===== config.mk =====
export PLATFORM = sky130hd
export DESIGN_NAME = relu_max_pool
export DESIGN_NICKNAME = d
export VERILOG_FILES = /design/src/rtl/relu_max_pool_pkg.sv /design/src/rtl/pool_line_buf.sv /design/src/rtl/relu_max_pool.sv
export SDC_FILE = /design/constraint.sdc
export NUM_CORES = 1
export LEC_CHECK = 0
export ABC_AREA = 1
export ABC_CLOCK_PERIOD_IN_PS = 7500
export BUFFER_PORTS_ARGS = -buffer_cell sky130_fd_sc_hd__buf_2
export CAP_MARGIN = 40
export CORE_UTILIZATION = 40
export CTS_CLUSTER_DIAMETER = 100
export CTS_CLUSTER_SIZE = 24
export DETAILED_ROUTE_END_ITERATION = 6
export GPL_ROUTABILITY_DRIVEN = 0
export PLACE_DENSITY_LB_ADDON = 0.25
export SYNTH_ARGS = -nofsm -noshare
export SYNTH_HDL_FRONTEND = slang
export SYNTH_HIERARCHICAL = 1
export SYNTH_SLANG_ARGS = --single-unit

===== constraint.sdc =====
create_clock -name clock -period 7.5 [get_ports clock]
set_input_delay 0.75 -clock clock [delete_from_list [all_inputs] [get_ports clock]]
set_output_delay 0.75 -clock clock [all_outputs]
set_load 0.02 [all_outputs]

===== src/rtl/relu_max_pool_pkg.sv =====
// ---------------------------------------------------------------------------
// relu_max_pool_pkg
// Shared layer package for the post-convolution stages.
//   - ACC_WIDTH / PIX_WIDTH : accumulator and requantised pixel widths
//   - acc_t / pix_t         : matching signed accumulator / unsigned pixel types
//   - pool_action_e         : what the pooling stage does with a stage-1 pixel
//   - requant()             : ReLU, arithmetic right shift, saturate to 8 bits
//                             (also used by the fully-connected output stage)
//   - pix_max()             : unsigned 8-bit maximum
// ---------------------------------------------------------------------------
package relu_max_pool_pkg;

   localparam int ACC_WIDTH = 32;
   localparam int PIX_WIDTH = 8;
   localparam int PIX_MAX   = (1 << PIX_WIDTH) - 1;

   typedef logic signed [ACC_WIDTH-1:0] acc_t;
   typedef logic        [PIX_WIDTH-1:0] pix_t;

   typedef enum logic [1:0] {
      POOL_NONE,
      POOL_HOLD,
      POOL_STORE,
      POOL_EMIT
   } pool_action_e;

   // Negative accumulators clamp to zero; positive ones are scaled down by
   // the shift and then clamped to the largest representable pixel.
   function automatic pix_t requant(input acc_t acc, input int shift);
      acc_t scaled;
      pix_t q;
      scaled = acc >>> shift;
      q      = '0;
      if (acc < 0) begin
         q = '0;
      end else if (scaled > acc_t'(PIX_MAX)) begin
         q = pix_t'(PIX_MAX);
      end else begin
         q = scaled[PIX_WIDTH-1:0];
      end
      return q;
   endfunction

   function automatic pix_t pix_max(input pix_t a, input pix_t b);
      return (a > b) ? a : b;
   endfunction

endpackage


===== src/rtl/pool_line_buf.sv =====
// ---------------------------------------------------------------------------
// pool_line_buf
// Simple dual-port RAM holding one horizontal pair-maximum per pooling window
// column. Written during even rows, read back during the odd row below.
//   clock   : write clock
//   wr_en   : write strobe
//   wr_addr : write address
//   wr_data : write data
//   rd_addr : read address
//   rd_data : combinational read data
// Contents are deliberately not reset so it maps onto distributed RAM.
// ---------------------------------------------------------------------------
module pool_line_buf #(
   parameter int DEPTH      = 14,
   parameter int WIDTH      = 8,
   parameter int ADDR_WIDTH = (DEPTH > 1) ? $clog2(DEPTH) : 1
) (
   input  logic                  clock,
   input  logic                  wr_en,
   input  logic [ADDR_WIDTH-1:0] wr_addr,
   input  logic [WIDTH-1:0]      wr_data,
   input  logic [ADDR_WIDTH-1:0] rd_addr,
   output logic [WIDTH-1:0]      rd_data
);

   logic [WIDTH-1:0] mem [DEPTH];

   // Single write port; no reset so the array stays a plain RAM.
   always_ff @(posedge clock) begin
      if (wr_en) begin
         mem[wr_addr] <= wr_data;
      end
   end

   // Asynchronous read: the pooling stage consumes the value in the same
   // cycle it presents the address. Reads and writes always belong to rows of
   // opposite parity, so no write-to-read bypass is required.
   assign rd_data = mem[rd_addr];

endmodule


===== src/rtl/relu_max_pool.sv =====
// ---------------------------------------------------------------------------
// relu_max_pool
// Requantises the convolution accumulator stream (ReLU, >>> SHIFT, saturate
// to 8 bits) and applies 2x2 stride-2 max pooling in raster order.
//   clock           : rising-edge clock
//   reset           : synchronous, active-high
//   pixel_in        : signed conv accumulator
//   pixel_valid_in  : pixel_in valid this cycle (gaps freeze the pipeline)
//   pixel_out       : unsigned pooled pixel
//   pixel_valid_out : one-cycle pulse per pooled pixel
//   frame_done      : one-cycle pulse when the last input pixel of a frame
//                     leaves the pooling stage
// ---------------------------------------------------------------------------
module relu_max_pool
   import relu_max_pool_pkg::*;
#(
   parameter int IMG_WIDTH  = 28,
   parameter int IMG_HEIGHT = 28,
   parameter int SHIFT      = 8
) (
   input  logic                        clock,
   input  logic                        reset,
   input  logic signed [ACC_WIDTH-1:0] pixel_in,
   input  logic                        pixel_valid_in,
   output logic        [PIX_WIDTH-1:0] pixel_out,
   output logic                        pixel_valid_out,
   output logic                        frame_done
);

   localparam int CW       = (IMG_WIDTH  > 1) ? $clog2(IMG_WIDTH)  : 1;
   localparam int RW       = (IMG_HEIGHT > 1) ? $clog2(IMG_HEIGHT) : 1;
   localparam int LB_DEPTH = (IMG_WIDTH / 2 > 0) ? IMG_WIDTH / 2 : 1;
   localparam int AW       = (LB_DEPTH > 1) ? $clog2(LB_DEPTH) : 1;

   localparam logic [CW-1:0] COL_LAST = CW'(IMG_WIDTH - 1);
   localparam logic [RW-1:0] ROW_LAST = RW'(IMG_HEIGHT - 1);

   logic [CW-1:0] col;
   logic [RW-1:0] row;

   logic          s1_valid;
   pix_t          s1_q;
   logic [CW-1:0] s1_col;
   logic [RW-1:0] s1_row;

   pix_t          hold;
   pool_action_e  action;
   pix_t          pair_max;
   pix_t          window_max;
   logic [AW-1:0] lb_addr;
   pix_t          lb_rd_data;

   // Raster position of the incoming pixel. Only valid inputs advance it, so
   // gaps in the stream leave the position untouched.
   always_ff @(posedge clock) begin
      if (reset) begin
         col <= '0;
         row <= '0;
      end else if (pixel_valid_in) begin
         if (col == COL_LAST) begin
            col <= '0;
            row <= (row == ROW_LAST) ? '0 : row + 1'b1;
         end else begin
            col <= col + 1'b1;
         end
      end
   end

   // Stage 1: requantise and tag the pixel with its position. The valid flag
   // follows the input every cycle; the data only moves on valid inputs.
   always_ff @(posedge clock) begin
      if (reset) begin
         s1_valid <= 1'b0;
         s1_q     <= '0;
         s1_col   <= '0;
         s1_row   <= '0;
      end else begin
         s1_valid <= pixel_valid_in;
         if (pixel_valid_in) begin
            s1_q   <= requant(pixel_in, SHIFT);
            s1_col <= col;
            s1_row <= row;
         end
      end
   end

   // Decide what stage 2 does with the stage-1 pixel. Even columns open a
   // horizontal pair; odd columns close it and either park the pair maximum
   // (even row) or combine it with the parked value from the row above
   // (odd row). A trailing unpaired column lands on an even column and is
   // simply overwritten later; a trailing unpaired row only ever stores.
   always_comb begin
      action = POOL_NONE;
      if (s1_valid) begin
         if (!s1_col[0]) begin
            action = POOL_HOLD;
         end else if (!s1_row[0]) begin
            action = POOL_STORE;
         end else begin
            action = POOL_EMIT;
         end
      end
   end

   assign pair_max   = pix_max(hold, s1_q);
   assign window_max = pix_max(lb_rd_data, pair_max);
   assign lb_addr    = AW'(s1_col >> 1);

   pool_line_buf #(
      .DEPTH      (LB_DEPTH),
      .WIDTH      (PIX_WIDTH),
      .ADDR_WIDTH (AW)
   ) u_line_buf (
      .clock   (clock),
      .wr_en   (action == POOL_STORE),
      .wr_addr (lb_addr),
      .wr_data (pair_max),
      .rd_addr (lb_addr),
      .rd_data (lb_rd_data)
   );

   // Stage 2: hold register and registered outputs. The valid and frame-done
   // strobes are recomputed every cycle so they are always single pulses;
   // frame_done tracks the last input position even for odd dimensions.
   always_ff @(posedge clock) begin
      if (reset) begin
         hold            <= '0;
         pixel_out       <= '0;
         pixel_valid_out <= 1'b0;
         frame_done      <= 1'b0;
      end else begin
         pixel_valid_out <= (action == POOL_EMIT);
         frame_done      <= s1_valid && (s1_col == COL_LAST) && (s1_row == ROW_LAST);
         case (action)
            POOL_HOLD: hold      <= s1_q;
            POOL_EMIT: pixel_out <= window_max;
            default:   ;
         endcase
      end
   end

endmodule


## Word level (Yosys, flattened, before mapping)

Memories as Yosys holds them, arrays and structs flattened. A register that Yosys moved wholly into a read port is not among the register bits.
Cells that the tools add are included.

- Bits in writable memories: 112
- Word-level logic and storage cells: 40
- Output and inout bits: 10
- Input bits: 35
- Bits in latches: 0
- Memories kept: 1
- Register bits: 47
- Bits in read-only memories: 0

Memory list:

| memory | words | bits a word | rd ports | clocked after Yosys merged registers in | wr ports | RTL line | RTL |
|---|---|---|---|---|---|---|---|
| u_line_buf.mem | 14 | 8 | 1 | 1 | 1 | pool_line_buf.sv:26 | `logic [WIDTH-1:0] mem [DEPTH];` |

- Shift-type cells: 0
- $lt $le $gt $ge: 4
- Mux-type cells: 13
- Add/subtract/negate cells: 2
- Reduce and logical (&&, ||, !) cells: 3
- Eq/ne operators: 7
- Bitwise operators: 0
- Div/mod/pow operators: 0
- $mul: 0

Operator list:

| kind | number |
|---|---|
| $lt A32 B1 Y1 const B | 1 |
| $mux W8 | 4 |
| $gt A24 B9 Y1 const B | 1 |
| $eq A5 B5 Y1 const B | 4 |
| $gt A8 B8 Y1 | 2 |
| $add A5 B1 Y5 const B | 2 |
| $mux W5 | 2 |
| $mux W4 | 2 |
| $eq A2 B2 Y1 const B | 2 |
| $mux W2 | 2 |
| $mux W1 | 3 |
| $eq A2 B1 Y1 const B | 1 |
| $logic_and A1 B1 Y1 | 2 |
| $reduce_and A2 Y1 | 1 |

## Longest topological paths before layout

Gate-level depths: netlist (run 1).

- Depth in word-level cells: 6
- Depth in mapped cells: 25
- Depth with buffers taken out: 25

## Modules after synthesis

The synthesis (run 1) kept the hierarchy.

Modules (own cells, without submodules):

| module | sequential area each (um^2) | times used | area an instance (um^2) | cells each |
|---|---|---|---|---|
| pool_line_buf | 3363.2 | 1 | 4813.4 | 447 |
| relu_max_pool | 940.9 | 1 | 2516.2 | 349 |

## Worst setup path before layout (run 1)

No wires, ideal clock.

- Kind: reg-to-reg
- Start point: register s1_q[7]
- End point: register pixel_out[7]
- Stages on the path, launching flop included: 20
- Path buffers: 0
- Data arrival time: 2.530 ns
- Path slack: 4.838 ns
- Setup time: 0.132 ns
- Period minus slack after synthesis: 2.662 ns
- Required time: 7.368 ns
- Path through: dfxtp_1 inv_1 ha_1 a21o_1 nor2_2 nand2_4 nand2_4 nand2_1 nand2_1 inv_1 ha_1 nand2_1 nor2_2 nand2_1 nand2_2 nand3_1 nand2_1 inv_1 nand2_1 a21oi_1

- Word-level cells in the longest chain between the ends: 4

Ends and longest elaborated chain:

| what | RTL line | RTL |
|---|---|---|
| start, declared | relu_max_pool.sv:42 | `pix_t s1_q;` |
| start signal, assigned | relu_max_pool.sv:80 | `s1_q <= requant(pixel_in, SHIFT);` |
| $gt A8 B8 Y1 | relu_max_pool_pkg.sv:45 | `return (a > b) ? a : b;` |
| $mux W8 * | relu_max_pool_pkg.sv:45 |  |
| net pair_max[7] | relu_max_pool.sv:48 | `pix_t pair_max;` |
| $gt A8 B8 Y1 | relu_max_pool_pkg.sv:45 |  |
| $mux W8 * | relu_max_pool_pkg.sv:45 |  |
| end signal, assigned | relu_max_pool.sv:136 | `POOL_EMIT: pixel_out <= window_max;` |
| end, declared | relu_max_pool.sv:25 | `output logic [PIX_WIDTH-1:0] pixel_out,` |

The timed path passes the listed nets; every way through them passes the cells marked *.
A chain may end at the register's enable or synchronous reset.

## Worst setup path in the final report (run 1)

- Start point: register s1_q[1]
- End point: register pixel_out[3]

- Word-level cells in the longest chain between the ends: 4

Ends and longest elaborated chain:

| what | RTL line |
|---|---|
| $gt A8 B8 Y1 * | relu_max_pool_pkg.sv:45 |
| $mux W8 * | relu_max_pool_pkg.sv:45 |
| net pair_max[3] | relu_max_pool.sv:48 |
| $gt A8 B8 Y1 | relu_max_pool_pkg.sv:45 |
| $mux W8 * | relu_max_pool_pkg.sv:45 |

Marks and branches as above.

==> impl_metrics.py, run 1 <==
metrics = {
    "power": {
        "seq_power_share_pct": 49.6,
        "p_total_uw": 1960,
        "power_density_mw_per_mm2": 240,
        "power_frac_comb_pct": 9.2,
        "p_leak_uw": 0.00347,
        "ir_worst_vdd_v": 0.000137,
        "power_frac_clock_pct": 41.2,
        "switching_power_uw": 465,
        "p_int_uw": 1500,
        "switching_share_pct": 23.7,
    },
    "setup_path": {
        "cp-end-kind": "flip-flop",
        "cp_max_fo": 15,
        "worst_setup_path_start_kind": "flip-flop",
        "crit_required_ps": 7790,
        "path_class": "flip-flop to flip-flop",
        "worst_ep_arrival_time_ps": 3620,
    },
    "timing": {
        "maxSlewHeadroom_pct": 39.1,
        "rsz0062_at_grt": "no",
        "min_period_ps": 3320,
        "finalSetupTns_ps": 0,
        "worst_pin_slew_ps": 910,
        "finalSetupViolCount": 0,
        "hold_viol_final": 0,
        "post-route-period-util_pct": 44.3,
        "drv_slew": 0,
        "max_freq_mhz": 301,
        "finalClockSkew_ps": 8.41,
    },
    "cts": {
        "cts_resized": 0,
        "clkTransAtPathRegs_ps": 60,
        "post_cts_buffers": 0,
        "cts.htree.levels": 4,
        "cts_tree": "done",
        "ctsHoldBuffers": 0,
        "clockBufferDepth": 2,
        "cts_root_buf": "clkbuf_16",
        "clk_latency_ps": 430,
        "clock-sinks": 159,
        "cts_made_buffers": 17,
    },
    "detailed_routing": {
        "drtIter0Drc": 336,
        "ant_nets": 0,
        "num_vias": 5287,
        "post_drt_wl_per_cell_um": 14.7,
        "drc": 0,
        "via_per_inst": 4.96,
        "dr.pass1.iters": 4,
        "wl_mm": 15.7,
    },
    "place": {
        "post_dp_cell_area_mm2": 0.00762,
        "placedCellCount": 1035,
        "portBuffers": 36,
        "dp_hpwl_mm": 9.96,
    },
    "synthesis": {
        "synth-seq-cells": 159,
        "ys_seq_area_share_pct": 58.7,
        "synthCells": 796,
        "yosysUniqueCellTypes": 37,
        "syn_area_per_cell_um2": 9.21,
        "synthesis.nets": 849,
        "synthFlopType": "edfxtp_1",
        "ys_warn_count": 6,
        "synth-edff-count": 112,
        "synthArstFlopShare_pct": 0,
        "synth_area_mm2": 0.00733,
    },
    "floorplanning": {
        "core.rowCount": 49,
        "io-pin-count": 45,
        "coreArea_mm2": 0.0180,
        "dieArea_mm2": 0.0189,
        "fp.dieH_um": 137,
        "start_util_pct": 40.8,
        "fp.dieW_um": 137,
    },
    "grt": {
        "antenna_found_initial": 0,
        "grt_first_pass_wirelength_mm": 25.0,
        "grt_usage_pct": 18.0,
        "first_global_vias": 4807,
        "grt_start_max_net_pins": 54,
        "grt_remaining_overflow": 0,
    },
    "layout": {
        "layout.nets": 878,
        "drive_above_1_share_pct": 10.4,
        "antennaDiodeCount": 0,
        "final_cell_area_mm2": 0.00818,
        "layout_common_cells": "242 x nand2_1, 112 x edfxtp_1, 99 x inv_1",
        "layout_commonest_cell": "nand2_1",
        "synthToLayoutAreaGrowth_pct": 11.6,
        "layout.cells.non_filler": 1067,
        "fin_util_pct": 45.5,
    },
    "job": {
        "cap_violations": 0,
    },
    "run_status": {
        "status": "complete, no violations",
    },
    "worst_hold_path": {
        "min-delay-path-class": "flip-flop to flip-flop",
    },
}
[metal layers]
metal  part of all wire, %  routed length [µm]  track usage [%]  vias up
met1                    47                7340             24.0     2442
met2                    47                7310             29.0      136
li1                      -                   -                -     2681
met4                   2.3                 361             7.39        0
met5                     0                   0                0        -
met3                   4.2                 661             3.31       28
[synth_stat cells (2+ instances only)]
cell type	count	area share, %
nor4_1	5	0.43
clkbuf_1	7	0.36
nand3_1	86	5.9
nand2_1	242	12
o21ai_0	26	1.8
nand2_4	3	0.46
ha_1	18	3.1
a21oi_1	52	3.6
edfxtp_1	112	46
nor2_4	2	0.31
dfxtp_1	47	13
nor2_1	41	2.1
buf_4	9	0.92
o21ai_1	6	0.41
buf_6	7	1.1
nand2_2	3	0.26
buf_1	2	0.10
nand4_1	3	0.26
nand4_4	2	0.58
buf_2	6	0.41
nor2_2	3	0.26
inv_1	99	5.1
[metrics by stage]
step	hold WS, ps	setup slack (ps)
finish	465	4180
global route	479	3810
detailed placement	458	4200
global placement	454	4230
CTS	467	4170
floorplan	441	4840
[state kept, by name, indices dropped and copies added, names as in the netlist]
register         cells
u_line_buf/mem     112
hold                 8
pixel_out            8
s1_q                 8
col                  5
row                  5
s1_col               5
s1_row               5
frame_done           1
pixel_valid_out      1
s1_valid             1
[cells by family after synthesis]
family          Yosys count  synth area share [%]
xor+xnor                  1                 0.120
simple gates            396                  23.6
flops                   159                  58.7
compound gates           89                  6.25
fa+ha+maj                18                  3.07
buf+inv                 133                  8.21
[path summary, 6_finish.rpt]
check                             startpoint           end  slack [ps]  cells past startpoint
worst max-delay path                 s1_q[1]  pixel_out[3]        4180                     24
worst min-delay path            pixel_out[4]  pixel_out[4]         470                      2
worst max register to register       s1_q[1]  pixel_out[3]        4180                     24
worst min register to register  pixel_out[4]  pixel_out[4]         470                      2
[worst max-delay path: stages, from the launching register on]
cell,delay [ps]
dfxtp_1,380
inv_1,80
ha_1,350
nand2_1,80
nand2_1,40
nand2_1,50
nand2_1,60
nand2_1,100
nand2_4,100
nand2_4,110
nand2_1,80
nand2_1,470
inv_1,100
ha_1,320
nand2_1,50
inv_1,110
nand2_1,60
nand2_1,60
nand2_1,60
nand2_2,170
nand3_1,100
nand2_1,70
inv_1,50
nand2_1,90
a21oi_1,60
[power by group through the flow]
stage	clock [µW]	sequential, µW	combinational (µW)
CTS	822	975	182
global route	865	976	205
global placement	0	993	179
finish	809	975	180
detailed placement	0	993	181
floorplan	0	987	135
[cell type report]
class	count	area (µm²)
clock buffer	18	429
tap	229	287
inverter	102	392
timing repair buffer	41	218
sequential	159	4310
multi-input combinational	504	2420
clock inverter	14	125
fill	1687	9780
Note: power is estimated with default switching activity, not from simulation.
==> run 2: changes to the inputs <==
--- a/config.mk
+++ b/config.mk
@@ -5,8 +5,8 @@
 export SDC_FILE = /design/constraint.sdc
 export NUM_CORES = 1
 export LEC_CHECK = 0
-export ABC_AREA = 1
-export ABC_CLOCK_PERIOD_IN_PS = 7500
+export ABC_AREA = 0
+export ABC_CLOCK_PERIOD_IN_PS = 3340
 export BUFFER_PORTS_ARGS = -buffer_cell sky130_fd_sc_hd__buf_2
 export CAP_MARGIN = 40
 export CORE_UTILIZATION = 40
==> constraint.sdc (replaced) <==
create_clock -name clock -period 3.34 [get_ports clock]
set_input_delay 0.334 -clock clock [delete_from_list [all_inputs] [get_ports clock]]
set_output_delay 0.334 -clock clock [all_outputs]
set_load 0.02 [all_outputs]
==> run 2 against run 1 <==
  * Routed wire length fell by 10%
  * Global-route usage fell by 0.99 points
  * Clock-buffer cell count fell by 1
  * Sequential cell count did not move
  * Die area fell by 6.7%
  * Clock skew rose by 2.5 ps
  * Core utilization rose by 2.2 points
  * Critical path depth fell by 10
  * Largest cell class unchanged
==> impl_metrics.py, run 2 <==
metrics = {
    "run_status": {
        "status": "complete, no violations",
    },
    "detailed_routing": {
        "via_per_inst": 5.32,
        "num_vias": 4041,
        "ant_nets": 0,
        "drc": 0,
        "post_drt_wl_per_cell_um": 18.5,
        "dr.pass1.iters": 4,
        "wl_mm": 14.0,
        "drtIter0Drc": 267,
    },
    "synthesis": {
        "synth_top_area_cell": "edfxtp_1",
        "ys_warn_count": 6,
        "synth_common_cells": "112 x edfxtp_1, 71 x nor2_1, 47 x dfxtp_1, 38 x mux2i_1, 25 x a21oi_1",
        "synthesis.nets": 521,
        "synth_most_common_cell": "edfxtp_1",
        "ys_top_cells_by_area": "edfxtp_1 49%, dfxtp_1 14%, mux4_1 8.9%",
        "syn_area_per_cell_um2": 14.6,
        "synthFlopType": "edfxtp_1",
        "synthArstFlopShare_pct": 0,
        "synth-seq-cells": 159,
        "synth-edff-count": 112,
        "synthCells": 468,
        "synth_top_area_share_pct": 49.3,
        "ys_seq_area_share_pct": 63.0,
        "yosysUniqueCellTypes": 52,
        "synth_area_mm2": 0.00683,
    },
    "grt": {
        "grtUsageMet3_pct": 3.98,
        "first_global_vias": 3979,
        "grt_usage_pct": 17.1,
        "antenna_found_initial": 0,
        "top_usage_layer": "met2",
        "grt_first_pass_wirelength_mm": 22.2,
        "grt_remaining_overflow": 0,
        "grt_start_max_net_pins": 39,
        "met2_usage_pct": 27.0,
        "met1_usage_pct": 22.5,
    },
    "layout": {
        "synthToLayoutAreaGrowth_pct": 16.3,
        "layout.nets": 579,
        "drive_above_1_share_pct": 21.9,
        "layout_commonest_cell": "edfxtp_1",
        "nFillCells": 1401,
        "largest_reg_flops": 112,
        "regMostFlops": "u_line_buf/mem",
        "antennaDiodeCount": 0,
        "layout_common_cells": "112 x edfxtp_1, 71 x nor2_1, 46 x dfxtp_1",
        "layout.cells.non_filler": 759,
    },
    "setup_path": {
        "path_class": "flip-flop to flip-flop",
        "path_common_cell": "ha_1",
        "crit_required_ps": 3690,
        "crit_slowest_cell": "dfxtp_1",
        "path_buf_inv": 2,
        "cp-end-kind": "flip-flop",
        "cp_cell_sequence": "inv_1 -> ha_1 -> nor2b_4 -> o211ai_2 -> a21oi_2 -> o22ai_4 -> buf_4 -> mux2i_2 -> ha_1 -> a21oi_1 -> o21ai_0 -> o22a_2 -> nand2b_4 -> o21ai_1",
        "worst_setup_path_start_kind": "flip-flop",
        "path_delay_family": "compound AO/OA/AOI/OAI gates",
        "worst_ep_arrival_time_ps": 3470,
        "cpPeakStageDelay_ps": 370,
        "cp_max_fo": 9,
    },
    "timing": {
        "finalClockSkew_ps": 10.9,
        "post-route-period-util_pct": 93.4,
        "finalSetupViolCount": 0,
        "drv_slew": 0,
        "layout_setup_ws_ps": 220,
        "worst_pin_slew_ps": 810,
        "hold_viol_final": 0,
        "maxSlewHeadroom_pct": 45.8,
        "max_freq_mhz": 321,
        "min_period_ps": 3120,
    },
    "floorplanning": {
        "dieArea_mm2": 0.0176,
        "fp.dieH_um": 133,
        "fp.dieW_um": 133,
        "coreArea_mm2": 0.0166,
        "core.rowCount": 47,
        "start_util_pct": 41.0,
        "io-pin-count": 45,
    },
    "power": {
        "power_density_mw_per_mm2": 537,
        "ir_worst_vdd_v": 0.000364,
        "p_leak_uw": 0.00291,
    },
    "cts": {
        "clock-sinks": 159,
        "clkTransAtPathRegs_ps": 60,
        "cts_root_buf": "clkbuf_16",
        "clockBufferDepth": 2,
        "ctsHoldBuffers": 0,
        "cts_made_buffers": 17,
        "clk_latency_ps": 430,
        "cts_tree": "done",
        "cts.htree.levels": 4,
    },
    "place": {
        "dp_hpwl_mm": 9.42,
        "dp_slack_ps": 107,
        "portBuffers": 36,
        "placedCellCount": 724,
    },
    "worst_hold_path": {
        "min-delay-path-class": "input pin to flip-flop",
    },
    "job": {
        "cap_violations": 0,
    },
}
==> run 2: cell count changes in the layout (fill, tap and decap cells not counted), moves of 23 or more <==
cell     change
mux2i_1     +36
nand2_1    -236
nand3_1     -84
nor2_1      +30
a21oi_1     -27
inv_1       -82
mux4_1      +23
o21ai_0     -24
==> run 2: logic make-up (layout without fill, tap and decap cells) <==
family                   after synthesis  after routing  synth area share, %
adder cells (fa/ha/maj)               18             18                 3.30
multiplexers                          70             70                 16.1
flip-flops                           159            159                 63.0
AO/OA/AOI/OAI                         61             61                 5.66
XOR/XNOR                               3              3                0.385
AND/OR/NAND/NOR                      118            118                 8.74
buffers and inverters                 39            110                 2.80
==> run 2: final timing paths <==
check | slack (ps) | depth (start not counted) | start | endpoint
worst max register to register | 220 | 14 | s1_q[1] | pixel_out[1]
worst min register to register | 480 | 2 | s1_row[1] | frame_done
worst min-delay path | 270 | 5 | pixel_in[8] | s1_q[0]
worst max-delay path | 220 | 14 | s1_q[1] | pixel_out[1]
==> run 2: routing by layer <==
metal | share of wire (%) | wire length (µm)
met1 | 45 | 6380
met2 | 48 | 6720
met3 | 4.8 | 675
met4 | 1.9 | 263
met5 | 0 | 0
==> run 2: power breakdown <==
group          switching [µW]  total (µW)  internal, µW
registers                15.3        2150          2140
logic                     153         263           110
clock network             858        1850           989
total                    1030        4260          3240
==> run 2: stage by stage <==
stage,setup TNS [ps],utilization [%],hold slack [ps],total power (µW),cell area [µm²]
final,0,47.7,275,4260,7940
after global routing,-374,47.7,288,4400,7940
after detailed placement,0,44.1,465,2440,7330
after CTS,0,47.5,261,4290,7910
after global placement,0,44.1,458,2440,7330
after floorplan,0,-,435,2360,6830
==> run 2: worst min-delay path: cells and delay by family <==
| kind | cells | cell delay [ps] |
|---|---|---|
| muxes | 1 | 70 |
| and+or+nand+nor | 3 | 180 |
| buffers and inverters | 1 | 80 |
==> run 2: area by class of cell <==
type                    instances  area, µm²  share of cell area [%]
clock inverters                15        145                    1.83
well taps                     220        275                    3.47
repair buffers                 61        380                    4.79
clock buffers                  17        425                    5.36
flip-flops and latches        159       4310                    54.3
multi-input cells             270       2340                    29.5
inverters                      17       63.8                   0.804
==> run 2: timing repair <==
item                                    4_1_cts  5_1_grt
hold endpoints to repair                      0        0
buffers inserted                              0        3
endpoints found under the setup margin        0        8
resized for setup                             0        4
